File: config.mk
export PLATFORM = sky130hd
export DESIGN_NAME = dmem_arbiter
export DESIGN_NICKNAME = d
export VERILOG_FILES = /design/src/rtl/dmem_pkg.sv /design/src/rtl/rr_arb2.sv /design/src/rtl/dmem_arbiter.sv
export SDC_FILE = /design/constraint.sdc
export NUM_CORES = 1
export LEC_CHECK = 0
export CORE_AREA = 2 2 116 118
export CTS_CLUSTER_DIAMETER = 30
export DETAILED_ROUTE_END_ITERATION = 7
export DIE_AREA = 0 0 118 120
export DONT_BUFFER_PORTS = 1
export HOLD_SLACK_MARGIN = 0.05
export PLACE_DENSITY = 0.72
export SYNTH_ARGS = -nofsm -noshare
export SYNTH_HDL_FRONTEND = slang
export SYNTH_HIERARCHICAL = 1
export SYNTH_SLANG_ARGS = --single-unit
export TNS_END_PERCENT = 100
File: constraint.sdc
create_clock -name clk -period 1.55 [get_ports clk]
set_clock_uncertainty 0.2 [all_clocks]
set_input_delay 0.2325 -clock clk [delete_from_list [all_inputs] [get_ports clk]]
set_output_delay 0.2325 -clock clk [all_outputs]
set_load 0.01 [all_outputs]
File: src/rtl/dmem_pkg.sv
// rtl/dmem_pkg.sv - shared types and constants for the data-memory arbiter
//
// Purpose: the arbiter FSM state encoding and the owner identifiers shared by
// dmem_arbiter and rr_arb2.
// Ports: none (package).

package dmem_pkg;

    typedef enum logic [1:0] {
        IDLE   = 2'd0,
        ACCESS = 2'd1,
        DONE   = 2'd2
    } state_t;

    localparam logic OWNER_CPU = 1'b0;
    localparam logic OWNER_DMA = 1'b1;

endpackage

File: src/rtl/rr_arb2.sv
// rtl/rr_arb2.sv - two-requester round-robin winner selection
//
// Purpose: picks which requester is granted when the arbiter is idle.
// Ports:
//   i_cpu_req     in   CPU request level
//   i_dma_req     in   DMA request level
//   i_last_owner  in   owner of the most recent grant
//   o_winner      out  granted owner (OWNER_CPU / OWNER_DMA); only
//                      meaningful when at least one request is high

module rr_arb2
    import dmem_pkg::*;
(
    input  logic i_cpu_req,
    input  logic i_dma_req,
    input  logic i_last_owner,
    output logic o_winner
);

    always_comb begin
        o_winner = OWNER_CPU;
        if (i_cpu_req && i_dma_req) begin
            // Tie: whoever was not served last goes next.
            o_winner = (i_last_owner == OWNER_CPU) ? OWNER_DMA : OWNER_CPU;
        end else if (i_dma_req) begin
            o_winner = OWNER_DMA;
        end
    end

endmodule

File: src/rtl/dmem_arbiter.sv
// rtl/dmem_arbiter.sv - CPU/DMA arbiter in front of a single-port data memory
//
// Purpose: grants one of two level requesters, performs one memory access,
// and returns a one-cycle ack with read data / error. Fixed latency: request
// sampled in IDLE cycle c, memory strobe in c+1, ack in c+2.
// Ports:
//   clk, reset                      clock, synchronous active-high reset
//   cpu_req/we/addr/wdata           CPU request side (level, held until ack)
//   cpu_ack/rdata/err               CPU completion (valid in ack cycle)
//   dma_req/we/addr/wdata           DMA request side
//   dma_ack/rdata/err               DMA completion
//   mem_read, mem_write             memory strobes (only in ACCESS, legal)
//   mem_address, mem_write_data     memory address / write data (0 outside ACCESS)
//   mem_read_data                   combinational memory read data
//   busy                            high while a transaction is in flight

module dmem_arbiter
    import dmem_pkg::*;
#(
    parameter int MEM_BYTES = 1024
) (
    input  logic        clk,
    input  logic        reset,
    input  logic        cpu_req,
    input  logic        cpu_we,
    input  logic [31:0] cpu_addr,
    input  logic [31:0] cpu_wdata,
    output logic        cpu_ack,
    output logic [31:0] cpu_rdata,
    output logic        cpu_err,
    input  logic        dma_req,
    input  logic        dma_we,
    input  logic [31:0] dma_addr,
    input  logic [31:0] dma_wdata,
    output logic        dma_ack,
    output logic [31:0] dma_rdata,
    output logic        dma_err,
    output logic        mem_read,
    output logic        mem_write,
    output logic [31:0] mem_address,
    output logic [31:0] mem_write_data,
    input  logic [31:0] mem_read_data,
    output logic        busy
);

    localparam logic [31:0] MEM_LIMIT = 32'(MEM_BYTES);

    state_t      r_state;
    state_t      w_next_state;
    logic        r_owner;
    logic        r_last_owner;
    logic        r_we;
    logic [31:0] r_addr;
    logic [31:0] r_wdata;
    logic [31:0] r_cpu_rdata;
    logic [31:0] r_dma_rdata;
    logic        r_cpu_err;
    logic        r_dma_err;

    logic        w_any_req;
    logic        w_winner;
    logic        w_legal;
    logic        w_in_access;
    logic        w_in_done;

    assign w_any_req = cpu_req | dma_req;

    rr_arb2 u_rr_arb2 (
        .i_cpu_req    (cpu_req),
        .i_dma_req    (dma_req),
        .i_last_owner (r_last_owner),
        .o_winner     (w_winner)
    );

    assign w_legal = (r_addr[1:0] == 2'b00) && (r_addr < MEM_LIMIT);

    // FSM state register
    always_ff @(posedge clk) begin
        if (reset) begin
            r_state <= IDLE;
        end else begin
            r_state <= w_next_state;
        end
    end

    // FSM next state
    always_comb begin
        w_next_state = r_state;
        case (r_state)
            IDLE:    if (w_any_req) w_next_state = ACCESS;
            ACCESS:  w_next_state = DONE;
            DONE:    w_next_state = IDLE;
            default: w_next_state = IDLE;
        endcase
    end

    // Request latch and per-owner response registers
    always_ff @(posedge clk) begin
        if (reset) begin
            r_owner      <= OWNER_CPU;
            r_last_owner <= OWNER_DMA;
            r_we         <= 1'b0;
            r_addr       <= '0;
            r_wdata      <= '0;
            r_cpu_rdata  <= '0;
            r_dma_rdata  <= '0;
            r_cpu_err    <= 1'b0;
            r_dma_err    <= 1'b0;
        end else begin
            if (r_state == IDLE && w_any_req) begin
                r_owner      <= w_winner;
                r_last_owner <= w_winner;
                if (w_winner == OWNER_DMA) begin
                    r_we    <= dma_we;
                    r_addr  <= dma_addr;
                    r_wdata <= dma_wdata;
                end else begin
                    r_we    <= cpu_we;
                    r_addr  <= cpu_addr;
                    r_wdata <= cpu_wdata;
                end
            end
            // Only the owner's response registers move; the other side
            // keeps whatever it returned last.
            if (r_state == ACCESS) begin
                if (r_owner == OWNER_DMA) begin
                    r_dma_rdata <= w_legal ? mem_read_data : 32'h0;
                    r_dma_err   <= ~w_legal;
                end else begin
                    r_cpu_rdata <= w_legal ? mem_read_data : 32'h0;
                    r_cpu_err   <= ~w_legal;
                end
            end
        end
    end

    // Outputs are forced quiet in any reset cycle so a reset landing in
    // ACCESS cannot commit a write and a reset in DONE cannot leak an ack.
    assign w_in_access = (r_state == ACCESS) && !reset;
    assign w_in_done   = (r_state == DONE) && !reset;

    assign mem_read       = w_in_access && w_legal && !r_we;
    assign mem_write      = w_in_access && w_legal && r_we;
    assign mem_address    = w_in_access ? r_addr  : 32'h0;
    assign mem_write_data = w_in_access ? r_wdata : 32'h0;

    assign cpu_ack   = w_in_done && (r_owner == OWNER_CPU);
    assign dma_ack   = w_in_done && (r_owner == OWNER_DMA);
    assign cpu_rdata = reset ? 32'h0 : r_cpu_rdata;
    assign dma_rdata = reset ? 32'h0 : r_dma_rdata;
    assign cpu_err   = !reset && r_cpu_err;
    assign dma_err   = !reset && r_dma_err;
    assign busy      = !reset && (r_state != IDLE);

endmodule
==> impl_metrics.tcl <==
set metrics [dict create \
    tightest_slew_ps 656 \
    holdPathStages 1 \
    dp.final_hpwl_mm 13.0 \
    p_int_mw 8.21 \
    drtPass1Iterations 8 \
    area_growth_syn_to_layout_pct 54.0 \
    drv_slew 0 \
    yosys-top-cells-area "dfxtp_1 (39%), mux2i_1 (9.3%), nor2b_1 (8.8%)" \
    fin_crit_ps 2210 \
    gp_congestion 0.838 \
    status "finished, violations left" \
    ys_async_sr_fraction 0 \
    clk_pin_slew_ps 60 \
    critPathKind "flip-flop to primary output" \
    period_share 1.42 \
    pre_cts_slack_ps -280 \
    max_freq_mhz 453 \
    required_ps 1120 \
    p_clk_frac 0.408 \
    io_pins 301 \
    register_area_um2 2720 \
    multi_input_area_um2 4710 \
    setup_viol 203 \
    drc 0 \
    cp.arrival_ps 1770 \
    wl_per_cell_um 25.9 \
    ys_seq_elements 135 \
    holdCritPathClass "input pin to flip-flop" \
    synthFlopType "dfxtp_1" \
    crit_fanout 3 \
    yosysTopAreaCell "dfxtp_1" \
    vdd_drop_max_uv 774 \
    diodes 0 \
    layout_commonest_cell "dfxtp_1" \
    power_leakage_nw 4.08 \
    gr-total-overflow 0 \
    cp_cell_sequence "nor4_2 > nand4_1 > buf_6 > nor4_4" \
    setup-tns-final_ps -82430 \
    core_um2 13000 \
    cts_buffers 17 \
    layout_common_cells "dfxtp_1 (127), nor2b_1 (96), nand4_1 (65)" \
    startpoint_type "flip-flop" \
    rsz0062_at_grt "yes" \
    grt_usage 0.370 \
    critical_path.slowest_cell "nor4_2" \
    grt_pass1_vias 7171 \
    total_power_mw 11.4 \
    hold_viol_final 88 \
    power.switching_mw 3.15 \
    clk_latency_ps 430 \
    r2r-start "r_addr[30]" \
    ant_nets 0 \
    yosysSeqAreaShare 0.387 \
    final_layout_size_suffix_gt1_frac 0.420 \
    syn_nets 983 \
    setup_slack_ps -656 \
    slew_headroom 0.563 \
    worstHoldEndpoint "r_addr[3]" \
    dr_total_vias 7178 \
    path_buf_inv 1 \
    die_height_um 120 \
    crit_path_end_kind "primary output" \
    drtIter0Drc 786 \
    synth_cell_types 34 \
    p_seq_frac 0.342 \
    combPwrFrac 0.250 \
    syn_inst 817 \
    initial_core_util 0.537 \
    clk_path_buf_depth 2 \
    cts_tree "done" \
    nets 1071 \
    reg2reg_depth 8 \
    avgSynthCellArea_um2 8.54 \
    cts_sinks 135 \
    synth_edf_count 0 \
    r2r_slack_ps -610 \
    post_drt_via_cell_ratio 6.56 \
    row_count 42 \
    fill_cells 699 \
    ys_warn_count 6 \
    synth_area_um2 6980 \
    dieArea_um2 14200 \
    maxCapViolCount 0 \
    rr_endpoint "r_cpu_rdata[22]" \
    cts-root-buf "clkbuf_16" \
    grt_pass1_wl_mm 40.3 \
    htree_levels 4 \
    violations "negative hold slack, negative setup slack" \
    wl_mm 28.3 \
    die_x_um 118 \
    final_core_util 0.828 \
    grt_max_degree 173 \
    crit_family "simple AND/OR/NAND/NOR gates" \
    hp-start "reset" \
    synth_top_area_share 0.387 \
    p_sw_frac 0.277 \
    hold_slack_ps -338 \
    port_buffers 0 \
    pwr_density_cell_nw_per_um2 1060 \
    antenna_found_initial 0 \
    cpPeakStageDelay_ps 340 \
    cp_num_cells 4 \
]
[synthesized netlist by cell type, types with 2 or more instances]
library cell and count:
a21oi_1 66, nand3b_1 2, nand2_1 66, mux2i_1 65, a211oi_1 67, nand4_1 65, or4_1 2, o21ai_1 53
nor2_1 5, clkbuf_1 32, o21ai_0 13, buf_2 31, and2_1 64, nor3b_4 2, dfxtp_1 135, nor3_1 3
nor2b_1 98, clkbuf_2 2, nor4_2 7, buf_4 21, buf_6 5
[area by class of cell]
class / instances / area share
clock buffer: 25 / 0.0470
clock inverter: 7 / 0.0151
inverter: 1 / 0.000349
multi-input combinational: 589 / 0.438
sequential: 135 / 0.253
tap: 176 / 0.0205
timing repair buffer: 161 / 0.226
[per-stage QoR]
| step | cell area, um2 | instances |
|---|---|---|
| global placement | 7290 | 953 |
| detailed placement | 7290 | 953 |
| finish | 10700 | 1094 |
| floorplan | 7070 | 817 |
| CTS | 10400 | 1089 |
| global route | 10700 | 1094 |
[logic make-up (layout without fill, tap and decap cells)]
group                  Yosys count  after routing  share of synthesized area
buffers and inverters           93            194                     0.0726
flip-flops                     135            135                      0.387
AND/OR/NAND/NOR                324            324                      0.278
multiplexers                    65             65                     0.0933
AO/OA/AOI/OAI                  200            200                      0.168
[metal layers]
metal / GRT usage / wire length [um] / vias to the layer above
met5: 0 / 0 / -
met2: 0.669 / 14700 / 507
met4: 0.193 / 1270 / 0
met3: 0.0765 / 2180 / 109
li1: - / - / 3092
met1: 0.409 / 10100 / 3470
[how the worst max path moves through the flow]
| stage | start | slack (ps) | end |
|---|---|---|---|
| after CTS | r_addr[23] | -570 | mem_read |
| after global routing | r_addr[30] | -700 | mem_read |
| after global placement | r_addr[20] | -230 | mem_read |
| after floorplan | r_addr[30] | -80 | mem_write |
| after detailed placement | r_addr[20] | -280 | r_cpu_rdata[27] |
| final | r_addr[30] | -660 | mem_read |
[worst register-to-register path: stages, from the launching register on]
cell	delay [ps]
dfxtp_2	330
nor4_2	340
nand4_1	220
buf_6	190
buf_4	140
bufbuf_16	270
buf_6	130
buf_16	140
o21ai_2	120
[flip-flops by register name (all words and copies together) (netlist names)]
signal / count
r_dma_err: 1
r_wdata: 32
r_owner: 1
r_dma_rdata: 32
r_cpu_err: 1
r_addr: 32
r_last_owner: 1
r_state: 2
r_cpu_rdata: 32
r_we: 1
[what timing repair did]
| item | in CTS | in global routing |
|---|---|---|
| pin swaps | 103 | 55 |
| gates resized for setup | 238 | 106 |
| setup endpoints to repair | 200 | 205 |
| buffers inserted | 39 | 11 |
| gates cloned | 38 | 2 |
| hold endpoints to repair | 134 | 125 |
| hold buffers | 27 | 7 |
[power by group through the flow]
stage | combinational (mW) | sequential [mW] | clock (mW)
final | 2.84 | 3.89 | 4.63
after global routing | 2.94 | 3.90 | 4.77
after CTS | 2.64 | 3.85 | 4.57
after detailed placement | 1.50 | 3.91 | 0
after global placement | 1.46 | 3.89 | 0
after floorplan | 1.19 | 3.86 | 0
(Power assumes the default switching activity.)
